File: config.mk
export PLATFORM = sky130hd
export DESIGN_NAME = percept_cmd_tx
export DESIGN_NICKNAME = d
export VERILOG_FILES = /design/src/rtl/percept_cmd_tx.sv
export SDC_FILE = /design/constraint.sdc
export NUM_CORES = 1
export LEC_CHECK = 0
export BUFFER_PORTS_ARGS = -buffer_cell sky130_fd_sc_hd__buf_2
export CAP_MARGIN = 20
export CORE_MARGIN = 3
export CORE_UTILIZATION = 30
export DETAILED_ROUTE_END_ITERATION = 6
export GPL_TIMING_DRIVEN = 0
export SYNTH_ARGS = -nofsm -noshare
export SYNTH_HDL_FRONTEND = slang
export SYNTH_SLANG_ARGS = --single-unit
File: constraint.sdc
create_clock -name clk -period 2.2 [get_ports clk]
set_input_delay 0.44 -clock clk [delete_from_list [all_inputs] [get_ports clk]]
set_output_delay 0.44 -clock clk [all_outputs]
set_load 0.02 [all_outputs]
File: src/rtl/percept_cmd_tx.sv
// Serial command transmitter for the perceptron control line.
// FIFO-buffered (addr, op) commands go out as idle-high frames with a guard gap.
module percept_cmd_tx #(
  parameter int FIFO_DEPTH = 4,
  parameter int GAP        = 4
) (
  input  logic        clk,
  input  logic        nRst,
  input  logic        cmd_valid,
  output logic        cmd_ready,
  input  logic [7:0]  cmd_addr,
  input  logic [2:0]  cmd_op,
  output logic        tx,
  output logic        busy,
  output logic [15:0] frames_sent
);

  localparam int AW    = $clog2(FIFO_DEPTH);
  localparam int PW    = AW + 1;
  localparam int GAP_E = (GAP < 2) ? 2 : GAP;
  localparam int GW    = $clog2(GAP_E) + 1;
  localparam logic [GW-1:0] GUARD_INIT = GW'(GAP_E - 1);

  typedef enum logic [1:0] {
    S_IDLE,
    S_SHIFT,
    S_GUARD
  } state_t;

  state_t          state_q, state_d;
  logic [10:0]     mem_q [FIFO_DEPTH];
  logic [PW-1:0]   wptr_q, wptr_d;
  logic [PW-1:0]   rptr_q, rptr_d;
  logic [11:0]     sr_q, sr_d;
  logic [3:0]      cnt_q, cnt_d;
  logic [GW-1:0]   guard_q, guard_d;
  logic            tx_q, tx_d;
  logic            busy_q, busy_d;
  logic [15:0]     frames_q, frames_d;

  logic            empty;
  logic            full;
  logic            push;
  logic            pop;
  logic [10:0]     head;

  // Pointers carry one extra wrap bit so full and empty are distinguishable.
  assign empty = (wptr_q == rptr_q);
  assign full  = (wptr_q[AW] != rptr_q[AW]) &&
                 (wptr_q[AW-1:0] == rptr_q[AW-1:0]);
  assign head  = mem_q[rptr_q[AW-1:0]];
  assign push  = cmd_valid && !full;

  assign cmd_ready   = !full;
  assign tx          = tx_q;
  assign busy        = busy_q;
  assign frames_sent = frames_q;

  always_comb begin
    state_d  = state_q;
    sr_d     = sr_q;
    cnt_d    = cnt_q;
    guard_d  = guard_q;
    tx_d     = tx_q;
    frames_d = frames_q;
    pop      = 1'b0;
    unique case (state_q)
      S_IDLE: begin
        tx_d = 1'b1;
        if (!empty) begin
          pop     = 1'b1;
          sr_d    = {head[10:3], 1'b1, head[2:0]};
          tx_d    = 1'b0;
          cnt_d   = 4'd11;
          state_d = S_SHIFT;
        end
      end
      S_SHIFT: begin
        tx_d = sr_q[11];
        sr_d = {sr_q[10:0], 1'b0};
        if (cnt_q == 4'd0) begin
          state_d  = S_GUARD;
          guard_d  = GUARD_INIT;
          frames_d = frames_q + 16'd1;
        end else begin
          cnt_d = cnt_q - 4'd1;
        end
      end
      S_GUARD: begin
        tx_d = 1'b1;
        if (guard_q == '0) begin
          state_d = S_IDLE;
        end else begin
          guard_d = guard_q - GW'(1);
        end
      end
      default: begin
        tx_d    = 1'b1;
        state_d = S_IDLE;
      end
    endcase
    wptr_d = wptr_q + PW'(push);
    rptr_d = rptr_q + PW'(pop);
    busy_d = (state_q != S_IDLE) || !empty;
  end

  always_ff @(posedge clk or negedge nRst) begin
    if (!nRst) begin
      state_q  <= S_IDLE;
      wptr_q   <= '0;
      rptr_q   <= '0;
      sr_q     <= '0;
      cnt_q    <= '0;
      guard_q  <= '0;
      tx_q     <= 1'b1;
      busy_q   <= 1'b0;
      frames_q <= '0;
    end else begin
      state_q  <= state_d;
      wptr_q   <= wptr_d;
      rptr_q   <= rptr_d;
      sr_q     <= sr_d;
      cnt_q    <= cnt_d;
      guard_q  <= guard_d;
      tx_q     <= tx_d;
      busy_q   <= busy_d;
      frames_q <= frames_d;
    end
  end

  always_ff @(posedge clk) begin
    if (push) begin
      mem_q[wptr_q[AW-1:0]] <= {cmd_addr, cmd_op};
    end
  end

endmodule

### After elaboration in Yosys (flattened, before gate mapping)

Memory sizes are Yosys's and may differ from the RTL's.
Cells that the tools add are included.

| storage, ports and cells | value |
|---|---|
| flip-flop bits (word level) | 45 |
| memory bits (writable) | 44 |
| memories kept | 1 |
| input bits | 14 |
| output and inout bits | 19 |
| logic and storage cells | 59 |

Memories:

| name | depth | width | read ports | clocked after memory_dff | write ports | line | text |
|---|---|---|---|---|---|---|---|
| mem_q | 4 | 11 | 1 | 0 | 1 | 31 | `logic [10:0] mem_q [FIFO_DEPTH];` |

| operators by class | value |
|---|---|
| equality and inequality tests | 10 |
| muxes and demuxes | 18 |
| reductions and logical operators | 16 |
| $add $sub $neg | 5 |

Operators with widths:

| cell | count |
|---|---|
| one-hot mux 12 bit (2 select lines) | 1 |
| adder 16 x 1 -> 16 bit (second input constant) | 1 |
| 2-to-1 mux 12 bit | 1 |
| inequality test 2 bit (second input constant) | 5 |
| AND reduction 3 bit | 3 |
| 2-to-1 mux 4 bit | 2 |
| one-hot mux 4 bit (2 select lines) | 1 |
| adder 3 x 1 -> 3 bit | 2 |
| 2-to-1 mux 2 bit | 3 |
| 2-to-1 mux 3 bit | 2 |
| one-hot mux 2 bit (3 select lines) | 1 |
| one-hot mux 3 bit (2 select lines) | 1 |
| nonzero test 2 bit | 3 |
| 2-to-1 mux 1 bit | 5 |
| zero test 4 bit | 1 |
| AND reduction 2 bit | 2 |
| subtractor 4 x 1 -> 4 bit (second input constant) | 1 |
| == test 3 bit | 1 |
| zero test 3 bit | 1 |
| subtractor 3 x 1 -> 3 bit (second input constant) | 1 |
| == test 2 x 1 -> 1 bit (second input constant) | 1 |
| == test 2 bit | 1 |
| == test 2 bit (second input constant) | 1 |
| logical AND 1 bit | 2 |
| other kinds (5) | 6 |

### Logic depth before layout (Yosys ltp)

| logic depth | value |
|---|---|
| depth after elaboration | 6 |
| depth in mapped cells | 7 |
| depth with buffers taken out | 6 |

### Worst setup path before layout

OpenSTA, ideal clock, no wires.

| path | value |
|---|---|
| path kind | register to register |
| start point | reg rptr_q[1] |
| end point | mem mem_q[2][0] (enable) |
| path buffers | 1 |
| required time | 1.804 ns |
| stages on the path, launching flop included | 5 |
| data arrival time | 1.847 ns |
| setup time | 0.396 ns |
| clock period less this slack | 2.243 ns |
| setup slack | -0.043 ns |
| cells stage by stage | dfrtp_1 -> buf_2 -> xor2_1 -> o31ai_1 -> nor3b_1 |

| on the way | value |
|---|---|
| word-level cells in the longest chain between the ends | 6 |

RTL lines:

| item | line | text |
|---|---|---|
| start, declared | 33 | `logic [PW-1:0] rptr_q, rptr_d;` |
| start signal, assigned | 121 | `rptr_q <= rptr_d;` |
| == test 2 bit | 50 | `(wptr_q[AW-1:0] == rptr_q[AW-1:0]);` |
| logical AND 1 bit | 49 | `assign full = (wptr_q[AW] != rptr_q[AW]) &&` |
| zero test 1 bit | 52 | `assign push = cmd_valid && !full;` |
| logical AND 1 bit | 52 |  |
| 2-to-1 mux 1 bit | 132 | `if (push) begin` |
| 2-to-1 mux 1 bit (implied by the code) | 133 | `mem_q[wptr_q[AW-1:0]] <= {cmd_addr, cmd_op};` |
| end, declared | 31 |  |

No other way between the ends.

### Worst setup path after layout

| path | value |
|---|---|
| start point | reg rptr_q[1] |
| end point | reg wptr_q[2] |

| on the way | value |
|---|---|
| word-level cells in the longest chain between the ends | 5 |

RTL lines:

| item | line | text |
|---|---|---|
| == test 2 bit | 50 |  |
| logical AND 1 bit | 49 |  |
| zero test 1 bit | 52 |  |
| logical AND 1 bit | 52 |  |
| adder 3 x 1 -> 3 bit | 102 | `wptr_d = wptr_q + PW'(push);` |
| via wptr_d[2] | 32 | `logic [PW-1:0] wptr_q, wptr_d;` |
| end signal, assigned | 120 | `wptr_q <= wptr_d;` |
| end, declared | 32 |  |

The timed path passes the listed nets, and every way through them passes these cells.
A chain may end at the register's enable or synchronous reset.

==> impl_metrics.yaml <==
floorplanning:
  initial_utilization: 0.310
  num_rows: 40
  io_pins: 33
  chipWidth_um: 118
  core_sq_um: 12100
  die_area_sq_um: 13900
  die_height_um: 118
clock_tree:
  cts_sinks: 89
  clk_path_buf_depth: 2
  insertion_delay_ns: 0.34
  cts_tree: "yes"
  cts_buffers: 9
  h-tree-depth: 3
  cts.clk_slew.worst_paths_ns: 0.07
  post-cts-setup-buffers: 0
  root_buffer: "clkbuf_16"
timing:
  period_share: 0.946
  finalSetupViolations: 0
  slew_violations: 0
  clock.fmax_mhz: 481
  tightest_slew_ns: 0.535
  hold_viol_final: 0
  grt_setup_unrepaired: "no"
  layout_min_cycle_time_ns: 2.08
  maxSlewHeadroom: 0.641
  fin_skew_ns: 0.00472
setup_path:
  required_ns: 2.43
  start_kind: "flop"
  path_class: "reg2reg"
  crit_arrival_ns: 2.31
  end_kind: "flop"
  path_max_fanout: 8
synthesis:
  synth_nets: 276
  synth_commonest_cells: "44 x dfrtp_1, 44 x edfxtp_1, 16 x o22ai_1"
  synth_top_area_share: 0.352
  ys_async_sr_fraction: 0.506
  ys_types: 42
  syn_area_sq_um: 3750
  ys_ff_latch: 89
  ys_seq_area_frac: 0.653
  syn_area_per_cell_sq_um: 14.8
  synthFlopType: "edfxtp_1"
  post-synth-top-area-cell: "edfxtp_1"
  synth_edf_count: 44
  netlist_top_cells_area: "edfxtp_1 35%, dfrtp_1 29%, mux4_2 5.4%, xnor2_1 3.3%, xor2_1 2.8%"
  yosys_warnings: 0
  synth_cells: 254
global_routing:
  grt_pass1_vias: 2187
  grt_pass1_wl_um: 11200
  grtUsageTotal: 0.104
  antenna_found_initial: 0
  grt_max_degree: 46
  grt-ovfl-total: 0
drt:
  dr.pass1.iters: 5
  vias: 2182
  wl_per_cell_um: 13.9
  drcViolationCount: 0
  drt-total-wl_um: 6630
  antenna_left: 0
  vias_per_cell: 4.59
  drtIter0Drc: 113
final_layout:
  layout.nets: 324
  drive_above_1_share: 0.274
  syn_to_final_growth_pct: 20.5
  stdcell_count: 475
  diodes: 0
power_and_ir_drop:
  leakage_nw: 1.83
  vdd_ir_drop_max_mv: 0.596
  pwr_density_cell_nw_per_um2: 1330
  totalPowerFinal_w: 0.00598
job:
  cap_viol_max_count: 0
worst_hold_path:
  hp-class: "in2reg"
placed_design:
  io_buffers: 32
  dpl.cell_count: 457
  dp_hpwl_um: 4450
  place.gp.congestion: 0.743
status:
  status: "finished, final reports clean"
layout make-up:
cell class                 count  area [sq um]
buffer                        10          48.8
clock buffer                   9           225
clock inverter                 7          72.6
fill                        1183          7590
inverter                       9          33.8
multi-input combinational    146          1250
sequential                    89          2450
tap                          168           210
timing repair buffer          37           224
routing by layer:
metal  global-route usage  vias to the layer above  part of all wire
met2                0.156                       47              0.46
met5                    0                        -                 0
met4               0.0418                        0             0.018
li1                     -                     1061                 -
met3               0.0375                       11             0.045
met1                0.136                     1063              0.47
registers in the layout (all words and copies together), names as in the netlist:
name         flops
wptr_q           3
sr_q            12
busy             1
mem_q           44
guard_q          3
rptr_q           3
frames_sent     16
tx               1
cnt_q            4
state_q          2
placed cells by master, fill, tap and decap left out, types with 9 or more instances in the layout:
cell and count:
xnor2_1 14, clkbuf_16 9, nand2_1 15, mux4_2 9, o22ai_1 16, edfxtp_1 44, buf_2 38, xor2_1 12
dfrtp_1 44, a21oi_1 9
per-stage QoR:
step,hold WS (ns),setup WS [ns],instance area (sq um),setup TNS (ns),utilization
detailed placement,0.457,-0.0687,4170,-0.763,0.344
global placement,0.455,-0.756,4120,-22.43,0.340
floorplan,0.144,-0.0429,3750,-0.762,-
CTS,0.294,0.00953,4490,0,0.370
finish,0.305,0.119,4520,0,0.373
global route,0.288,0.00336,4520,0,0.373
power breakdown:
group | total, W | internal, W | switching, W | leakage [nW]
clock | 0.00149 | 0.000800 | 0.000686 | 0.143
combinational | 0.00199 | 0.000884 | 0.00111 | 0.729
sequential | 0.00251 | 0.00223 | 0.000278 | 0.958
total | 0.00598 | 0.00391 | 0.00207 | 1.83
cells by family after synthesis:
kind of cell	Yosys count	share of synthesized area
DFF	89	0.653
and+or+nand+nor	58	0.0868
AOI/OAI and AO/OA	38	0.0741
xor gates and xnor gates	26	0.0607
buffers and inverters	19	0.0220
muxes	16	0.0764
adders and majority gates	8	0.0267
timing repair:
item,in CTS,in global routing
cloned,0,0
hold buffers,0,1
resized for setup,3,1
hold endpoints to repair,0,6
setup endpoints to repair,12,11
path summary, 6_finish.rpt:
path,from,end,slack (ns),cells after the start
worst max-delay path,rptr_q[1],wptr_q[2],0.12,7
worst max register to register,rptr_q[1],wptr_q[2],0.12,7
worst min-delay path,cmd_addr[0],mem_q[2][3],0.30,1
min in group asynchronous,nRst,frames_sent[12],0.47,2
worst min register to register,frames_sent[15],frames_sent[15],0.46,1
max in group asynchronous,nRst,tx,1.22,3
critical path, stage by stage, from the launching register on:
cell and delay, ns:
dfrtp_1 0.38, buf_2 0.18, xor2_1 0.22, o31ai_2 0.52, inv_1 0.12, ha_1 0.21
ha_1 0.18, xor2_1 0.15
Note: power is estimated with default switching activity, not from simulation.
